==> config.mk <==
export PLATFORM = sky130hd
export DESIGN_NAME = wb_dual_arbiter_flat
export DESIGN_NICKNAME = d
export VERILOG_FILES = /design/src/rtl/wb_arb_pkg.sv /design/src/rtl/wb_dual_arbiter_if.sv /design/src/rtl/wb_arb_watchdog.sv /design/src/rtl/wb_dual_arbiter.sv /design/src/flat_wrapper.sv
export SDC_FILE = /design/constraint.sdc
export NUM_CORES = 1
export LEC_CHECK = 0
export ABC_AREA = 0
export ABC_CLOCK_PERIOD_IN_PS = 1300
export CAP_MARGIN = 20
export CORE_AREA = 2 2 133 135
export CTS_CLUSTER_DIAMETER = 30
export DETAILED_ROUTE_END_ITERATION = 6
export DIE_AREA = 0 0 135 137
export PLACE_DENSITY = 0.47
export SETUP_SLACK_MARGIN = 0.05
export SYNTH_ARGS = -nofsm -noshare
export SYNTH_HDL_FRONTEND = slang
export SYNTH_SLANG_ARGS = --single-unit
==> constraint.sdc <==
create_clock -name clk -period 1.3 [get_ports clk]
set_clock_uncertainty 0.05 [all_clocks]
set_input_delay 0.195 -clock clk [delete_from_list [all_inputs] [get_ports clk]]
set_output_delay 0.195 -clock clk [all_outputs]
set_load 0.02 [all_outputs]
==> src/rtl/wb_arb_pkg.sv <==
// wb_arb_pkg: shared state encoding, CTI codes and lane widths for the dual-master Wishbone arbiter
package wb_arb_pkg;
  typedef enum logic [1:0] {IDLE, OWN0, OWN1} state_t;
  localparam logic [2:0] CTI_CLASSIC = 3'b000;
  localparam logic [2:0] CTI_INCR = 3'b010;
  localparam logic [2:0] CTI_EOB = 3'b111;
  localparam int ADR_W = 32;
  localparam int DAT_W = 32;
  localparam int SEL_W = 4;
  localparam int CTI_W = 3;
  localparam int BTE_W = 2;
endpackage

==> src/rtl/wb_dual_arbiter_if.sv <==
// wb_dual_arbiter_if: packed dual-master bus plus single slave port; slave = arbiter view, master = environment view
interface wb_dual_arbiter_if;
  import wb_arb_pkg::*;
  logic [1:0] m_cyc_i, m_stb_i, m_we_i, m_ack_o, m_err_o, m_rty_o;
  logic [2*ADR_W-1:0] m_adr_i;
  logic [2*SEL_W-1:0] m_sel_i;
  logic [2*DAT_W-1:0] m_dat_i, m_dat_o;
  logic [2*CTI_W-1:0] m_cti_i;
  logic [2*BTE_W-1:0] m_bte_i;
  logic s_cyc_o, s_stb_o, s_we_o, s_ack_i, s_err_i, s_rty_i;
  logic [ADR_W-1:0] s_adr_o;
  logic [SEL_W-1:0] s_sel_o;
  logic [DAT_W-1:0] s_dat_o, s_dat_i;
  logic [CTI_W-1:0] s_cti_o;
  logic [BTE_W-1:0] s_bte_o;
  modport slave (
    input m_cyc_i, m_stb_i, m_we_i, m_adr_i, m_sel_i, m_dat_i, m_cti_i, m_bte_i,
    input s_ack_i, s_err_i, s_rty_i, s_dat_i,
    output m_ack_o, m_err_o, m_rty_o, m_dat_o,
    output s_cyc_o, s_stb_o, s_we_o, s_adr_o, s_sel_o, s_dat_o, s_cti_o, s_bte_o
  );
  modport master (
    output m_cyc_i, m_stb_i, m_we_i, m_adr_i, m_sel_i, m_dat_i, m_cti_i, m_bte_i,
    output s_ack_i, s_err_i, s_rty_i, s_dat_i,
    input m_ack_o, m_err_o, m_rty_o, m_dat_o,
    input s_cyc_o, s_stb_o, s_we_o, s_adr_o, s_sel_o, s_dat_o, s_cti_o, s_bte_o
  );
endinterface

==> src/rtl/wb_arb_watchdog.sv <==
// wb_arb_watchdog: counts stalled strobe cycles and flags an abort on the TIMEOUT_CYCLES-th one
module wb_arb_watchdog #(
  parameter int TIMEOUT_CYCLES = 255
) (
  input logic clk,
  input logic rst,
  input logic stall,
  input logic clear,
  output logic timeout
);
  logic [7:0] count;
  assign timeout = stall && count == 8'(TIMEOUT_CYCLES - 1);
  // restart on any response or ownership change, otherwise count stalled cycles
  always_ff @(posedge clk)
    if (!rst || clear) count <= '0;
    else if (stall) count <= count + 8'd1;
endmodule

==> src/rtl/wb_dual_arbiter.sv <==
// wb_dual_arbiter: two-master round-robin Wishbone arbiter, grant locked for the whole cyc window; watchdog abort under WB_ARB_TIMEOUT_EN
module wb_dual_arbiter #(
  parameter int TIMEOUT_CYCLES = 255
) (
  input logic clk,
  input logic rst,
  wb_dual_arbiter_if.slave bus,
  output logic [1:0] grant_o,
  output logic bus_timeout_o
);
  import wb_arb_pkg::*;
  state_t state, state_next;
  logic last, k, own, timeout;
  logic [1:0] req;
  assign own = state != IDLE;
  assign k = state == OWN1;
  assign grant_o = {state == OWN1, state == OWN0};
  assign bus_timeout_o = timeout;
`ifdef WB_ARB_TIMEOUT_EN
  logic [1:0] blocked;
  // an aborted master stays locked out until it drops cyc
  always_ff @(posedge clk)
    if (!rst) blocked <= '0;
    else blocked <= (blocked & bus.m_cyc_i) | (timeout ? grant_o : 2'b00);
  assign req = bus.m_cyc_i & ~blocked;
  wb_arb_watchdog #(.TIMEOUT_CYCLES(TIMEOUT_CYCLES)) u_watchdog (
    .clk,
    .rst,
    .stall(bus.s_stb_o & ~(bus.s_ack_i | bus.s_err_i | bus.s_rty_i)),
    .clear(state_next != state || bus.s_ack_i || bus.s_err_i || bus.s_rty_i),
    .timeout
  );
`else
  assign req = bus.m_cyc_i;
  assign timeout = 1'b0;
`endif
  // state and round-robin history; last starts at 1 so master 0 wins the first tie
  always_ff @(posedge clk)
    if (!rst) begin
      state <= IDLE;
      last <= 1'b1;
    end else begin
      state <= state_next;
      if (state_next != state && state_next != IDLE) last <= state_next == OWN1;
    end
  // round-robin from idle, hold while the owner keeps cyc, hand off directly otherwise
  always_comb begin
    state_next = state;
    if (!own) state_next = req == 2'b11 ? (last ? OWN0 : OWN1) : req[0] ? OWN0 : req[1] ? OWN1 : IDLE;
    else state_next = timeout ? IDLE : bus.m_cyc_i[k] ? state : req[~k] ? (k ? OWN0 : OWN1) : IDLE;
  end
  assign bus.s_cyc_o = own & bus.m_cyc_i[k];
  assign bus.s_stb_o = own & bus.m_stb_i[k];
  assign bus.s_we_o = own & bus.m_we_i[k];
  assign bus.s_adr_o = own ? bus.m_adr_i[k*ADR_W +: ADR_W] : '0;
  assign bus.s_sel_o = own ? bus.m_sel_i[k*SEL_W +: SEL_W] : '0;
  assign bus.s_dat_o = own ? bus.m_dat_i[k*DAT_W +: DAT_W] : '0;
  assign bus.s_cti_o = own ? bus.m_cti_i[k*CTI_W +: CTI_W] : '0;
  assign bus.s_bte_o = own ? bus.m_bte_i[k*BTE_W +: BTE_W] : '0;
  assign bus.m_ack_o = grant_o & {2{bus.s_ack_i}};
  assign bus.m_err_o = grant_o & {2{bus.s_err_i | timeout}};
  assign bus.m_rty_o = grant_o & {2{bus.s_rty_i}};
  assign bus.m_dat_o = {{DAT_W{grant_o[1]}} & bus.s_dat_i, {DAT_W{grant_o[0]}} & bus.s_dat_i};
endmodule

==> src/flat_wrapper.sv <==
// flat-port wrapper written by rule: the top's interface ports become plain ports
module wb_dual_arbiter_flat import wb_arb_pkg::*;
#(
  parameter int TIMEOUT_CYCLES = 255
)
  (clk, rst, grant_o, bus_timeout_o, bus_m_cyc_i, bus_m_stb_i, bus_m_we_i, bus_m_adr_i, bus_m_sel_i, bus_m_dat_i, bus_m_cti_i, bus_m_bte_i, bus_s_ack_i, bus_s_err_i, bus_s_rty_i, bus_s_dat_i, bus_m_ack_o, bus_m_err_o, bus_m_rty_o, bus_m_dat_o, bus_s_cyc_o, bus_s_stb_o, bus_s_we_o, bus_s_adr_o, bus_s_sel_o, bus_s_dat_o, bus_s_cti_o, bus_s_bte_o);
  wb_dual_arbiter_if bus_i ();
  input logic clk;
  input logic rst;
  output logic [1:0] grant_o;
  output logic bus_timeout_o;
  input wire logic [$bits(bus_i.m_cyc_i)-1:0] bus_m_cyc_i;
  input wire logic [$bits(bus_i.m_stb_i)-1:0] bus_m_stb_i;
  input wire logic [$bits(bus_i.m_we_i)-1:0] bus_m_we_i;
  input wire logic [$bits(bus_i.m_adr_i)-1:0] bus_m_adr_i;
  input wire logic [$bits(bus_i.m_sel_i)-1:0] bus_m_sel_i;
  input wire logic [$bits(bus_i.m_dat_i)-1:0] bus_m_dat_i;
  input wire logic [$bits(bus_i.m_cti_i)-1:0] bus_m_cti_i;
  input wire logic [$bits(bus_i.m_bte_i)-1:0] bus_m_bte_i;
  input wire logic [$bits(bus_i.s_ack_i)-1:0] bus_s_ack_i;
  input wire logic [$bits(bus_i.s_err_i)-1:0] bus_s_err_i;
  input wire logic [$bits(bus_i.s_rty_i)-1:0] bus_s_rty_i;
  input wire logic [$bits(bus_i.s_dat_i)-1:0] bus_s_dat_i;
  output wire logic [$bits(bus_i.m_ack_o)-1:0] bus_m_ack_o;
  output wire logic [$bits(bus_i.m_err_o)-1:0] bus_m_err_o;
  output wire logic [$bits(bus_i.m_rty_o)-1:0] bus_m_rty_o;
  output wire logic [$bits(bus_i.m_dat_o)-1:0] bus_m_dat_o;
  output wire logic [$bits(bus_i.s_cyc_o)-1:0] bus_s_cyc_o;
  output wire logic [$bits(bus_i.s_stb_o)-1:0] bus_s_stb_o;
  output wire logic [$bits(bus_i.s_we_o)-1:0] bus_s_we_o;
  output wire logic [$bits(bus_i.s_adr_o)-1:0] bus_s_adr_o;
  output wire logic [$bits(bus_i.s_sel_o)-1:0] bus_s_sel_o;
  output wire logic [$bits(bus_i.s_dat_o)-1:0] bus_s_dat_o;
  output wire logic [$bits(bus_i.s_cti_o)-1:0] bus_s_cti_o;
  output wire logic [$bits(bus_i.s_bte_o)-1:0] bus_s_bte_o;
  assign bus_i.m_cyc_i = bus_m_cyc_i;
  assign bus_i.m_stb_i = bus_m_stb_i;
  assign bus_i.m_we_i = bus_m_we_i;
  assign bus_i.m_adr_i = bus_m_adr_i;
  assign bus_i.m_sel_i = bus_m_sel_i;
  assign bus_i.m_dat_i = bus_m_dat_i;
  assign bus_i.m_cti_i = bus_m_cti_i;
  assign bus_i.m_bte_i = bus_m_bte_i;
  assign bus_i.s_ack_i = bus_s_ack_i;
  assign bus_i.s_err_i = bus_s_err_i;
  assign bus_i.s_rty_i = bus_s_rty_i;
  assign bus_i.s_dat_i = bus_s_dat_i;
  assign bus_m_ack_o = bus_i.m_ack_o;
  assign bus_m_err_o = bus_i.m_err_o;
  assign bus_m_rty_o = bus_i.m_rty_o;
  assign bus_m_dat_o = bus_i.m_dat_o;
  assign bus_s_cyc_o = bus_i.s_cyc_o;
  assign bus_s_stb_o = bus_i.s_stb_o;
  assign bus_s_we_o = bus_i.s_we_o;
  assign bus_s_adr_o = bus_i.s_adr_o;
  assign bus_s_sel_o = bus_i.s_sel_o;
  assign bus_s_dat_o = bus_i.s_dat_o;
  assign bus_s_cti_o = bus_i.s_cti_o;
  assign bus_s_bte_o = bus_i.s_bte_o;
  wb_dual_arbiter #(.TIMEOUT_CYCLES(TIMEOUT_CYCLES)) u_core (.clk(clk), .rst(rst), .bus(bus_i), .grant_o(grant_o), .bus_timeout_o(bus_timeout_o));
endmodule
==> qor.yml <==
outcome:
  status: "finished, violations left"
  violations: "setup timing"
global_route:
  grt_antenna_before_repair: 0
  grt_max_degree: 55
  grt_overflow: 0
  grt_first_pass_wirelength_um: 16530
  grt_pass1_vias: 3086
  grt_usage: 0.1132
cells_and_area:
  area.growth.synth_to_final_pct: 282.5
  nFillCells: 1783
  ff_latch_area_um2: 65.06
  drive_above_1_share: 0.4905
  nets: 716
  diodes: 0
  multi_input_area_um2: 1513
clock_tree:
  cts_hold_buf: 0
  insertion_delay_ns: 0.22
  cts_made_buffers: 3
  clock_path_buffers: 2
  cts_tree: "built"
  root_buffer: "clkbuf_16"
  htreeDepth: 1
  clkSinkCount: 3
  clk_pin_slew_ns: 0.03
yosys:
  synth-seq-cells: 3
  yosysUniqueCellTypes: 18
  yosysTopAreaCell: "a22o_1"
  syn_area_um2: 1386
  syn_nets: 380
  ys_seq_area_frac: 0.04332
  synthCells: 191
  synthArstFlopShare: 0
  synth_edf_count: 0
  yosysMostFrequentCell: "a22o_1"
  ys_warn_count: 0
  synth_ff_type: "dfxtp_1"
  avgSynthCellArea_um2: 7.258
  yosysTopAreaCellShare: 0.4801
  synth_area_leaders: "a22o_1, and2_1, buf_2"
  yosys-top-cells-count: "a22o_1, and2_1, buf_2"
power_and_ir_drop:
  p_per_area_nw_per_um2: 512.9
  total_power_uw: 2720
  p_leak_uw: 0.002459
  max-vdd-ir-drop_mv: 0.2487
setup_path:
  required_ns: 1.05
  cp-startpoint: "u_core.state[0]"
  crit_fanout: 4
  critPathLaunchType: "flop"
  reg2reg_from: "u_core.state[0]"
  r2r_end: "u_core.state[1]"
  endpoint_kind: "output port"
  r2r_cells: 5
  crit_path_end: "bus_m_dat_o[1]"
  cp.arrival_ns: 1.47
  ff2ff_setup_slack_ns: 0.14
  crit_type: "reg -> out"
floorplanning:
  chipHeight_um: 137
  io_pins: 338
  rows: 48
  die-area_um2: 18500
  initial_core_util: 0.08128
  core-area_um2: 17060
  dieWidth_um: 135
run:
  maxCapViolations: 0
routing:
  finalWirelength_um: 12220
  postRouteAntennaNets: 0
  dr.pass1.iters: 4
  drc_errors: 0
  post_drt_wl_per_cell_um: 16.26
  drt_iter0_markers: 72
  dr_total_vias: 2903
  vias_per_cell: 3.866
timing:
  period_share: 1.322
  max_freq_mhz: 581.7
  layout_setup_ws_ns: -0.4191
  period_needed_ns: 1.719
  finalMaxSlewViolations: 0
  rsz0062_at_grt: "true"
  finalHoldViolCount: 0
  finalSetupViolations: 148
placement:
  pre_cts_slack_ns: -0.6587
  gp_congestion: 0.7308
  hpwl_um: 9281
  portBuffers: 336
hold_path:
  hold_path.class: "in -> reg"
## power breakdown
part | switching, µW | leakage, µW | internal [µW]
Combinational | 895 | 0.00239 | 1230
Clock | 85.3 | 0.0000382 | 405
Sequential | 5.79 | 0.0000259 | 99.9
Total | 986 | 0.00246 | 1730
## worst max-delay path: stages (launching register included)
cell and delay (ns):
dfxtp_4 0.33, buf_4 0.15, and2b_4 0.21, buf_4 0.15, buf_6 0.11, and2_1 0.15, buf_4 0.15
## worst min path at each step
stage,cells past startpoint,slack (ns),endpoint,start
final,2,0.53,u_core.state[1],rst
after global routing,2,0.55,u_core.state[1],rst
after CTS,2,0.52,u_core.state[1],rst
after detailed placement,2,0.53,u_core.last,u_core.last
after global placement,2,0.51,u_core.last,u_core.last
after floorplan,1,0.27,u_core.state[1],rst
## cells by family (layout without fill, tap and decap cells)
group,count (synthesis),in the layout,share of synthesized area
compound gates,84,84,0.5172
buf+inv,27,362,0.09386
flops,3,3,0.04332
other cells,1,1,0.002705
simple gates,76,76,0.3430
## through the flow
stage,utilization,std cells,hold slack (ns),instance area (µm²),TNS [ns]
after global placement,0.3118,736,0.5106,5319,-85.77
after CTS,0.3221,745,0.5236,5494,-95.97
after floorplan,-,191,0.2730,1732,-0.2265
after detailed placement,0.3118,736,0.5278,5319,-86.76
final,0.3109,751,0.5294,5303,-51.29
after global routing,0.3109,751,0.5521,5303,-59.10
## layout make-up
cell class | instances | share of cell area
clock buffers | 4 | 0.01487
well taps | 225 | 0.05309
multi-input cells | 161 | 0.2853
flip-flops and latches | 3 | 0.01227
repair buffers | 357 | 0.6338
inverters | 1 | 0.0007079
## timing repair
action | 4_1_cts | 5_1_grt
hold endpoints to repair | 0 | 0
setup buffers | 2 | 2
pin swaps | 0 | 8
gates cloned | 3 | 5
endpoints found under the setup margin | 148 | 149
resized for setup | 277 | 348
## per-layer routing
metal	up-vias	GRT usage	share of wire
met5	-	0	0
met1	1325	0.1178	0.34
li1	1386	-	-
met2	180	0.2276	0.56
met4	0	0.02431	0.013
met3	12	0.02741	0.093
## sequential cells by signal, summed over array words and instances (netlist names)
signal / flops
u_core.last: 1
u_core.state: 2
## cells in the final DEF, fill, tap and decap left out, types with 2 or more instances in the layout
cell / n
buf_16: 4
and2_2: 20
and2b_4: 2
and2_4: 41
nor2b_1: 2
clkbuf_2: 47
a22o_4: 21
and2_1: 9
buf_4: 59
clkbuf_16: 5
a21oi_1: 2
clkdlybuf4s50_1: 188
a22o_1: 55
buf_6: 48
o21ai_0: 2
buf_12: 3
buf_2: 5
Power figures use the tool's default switching activity.
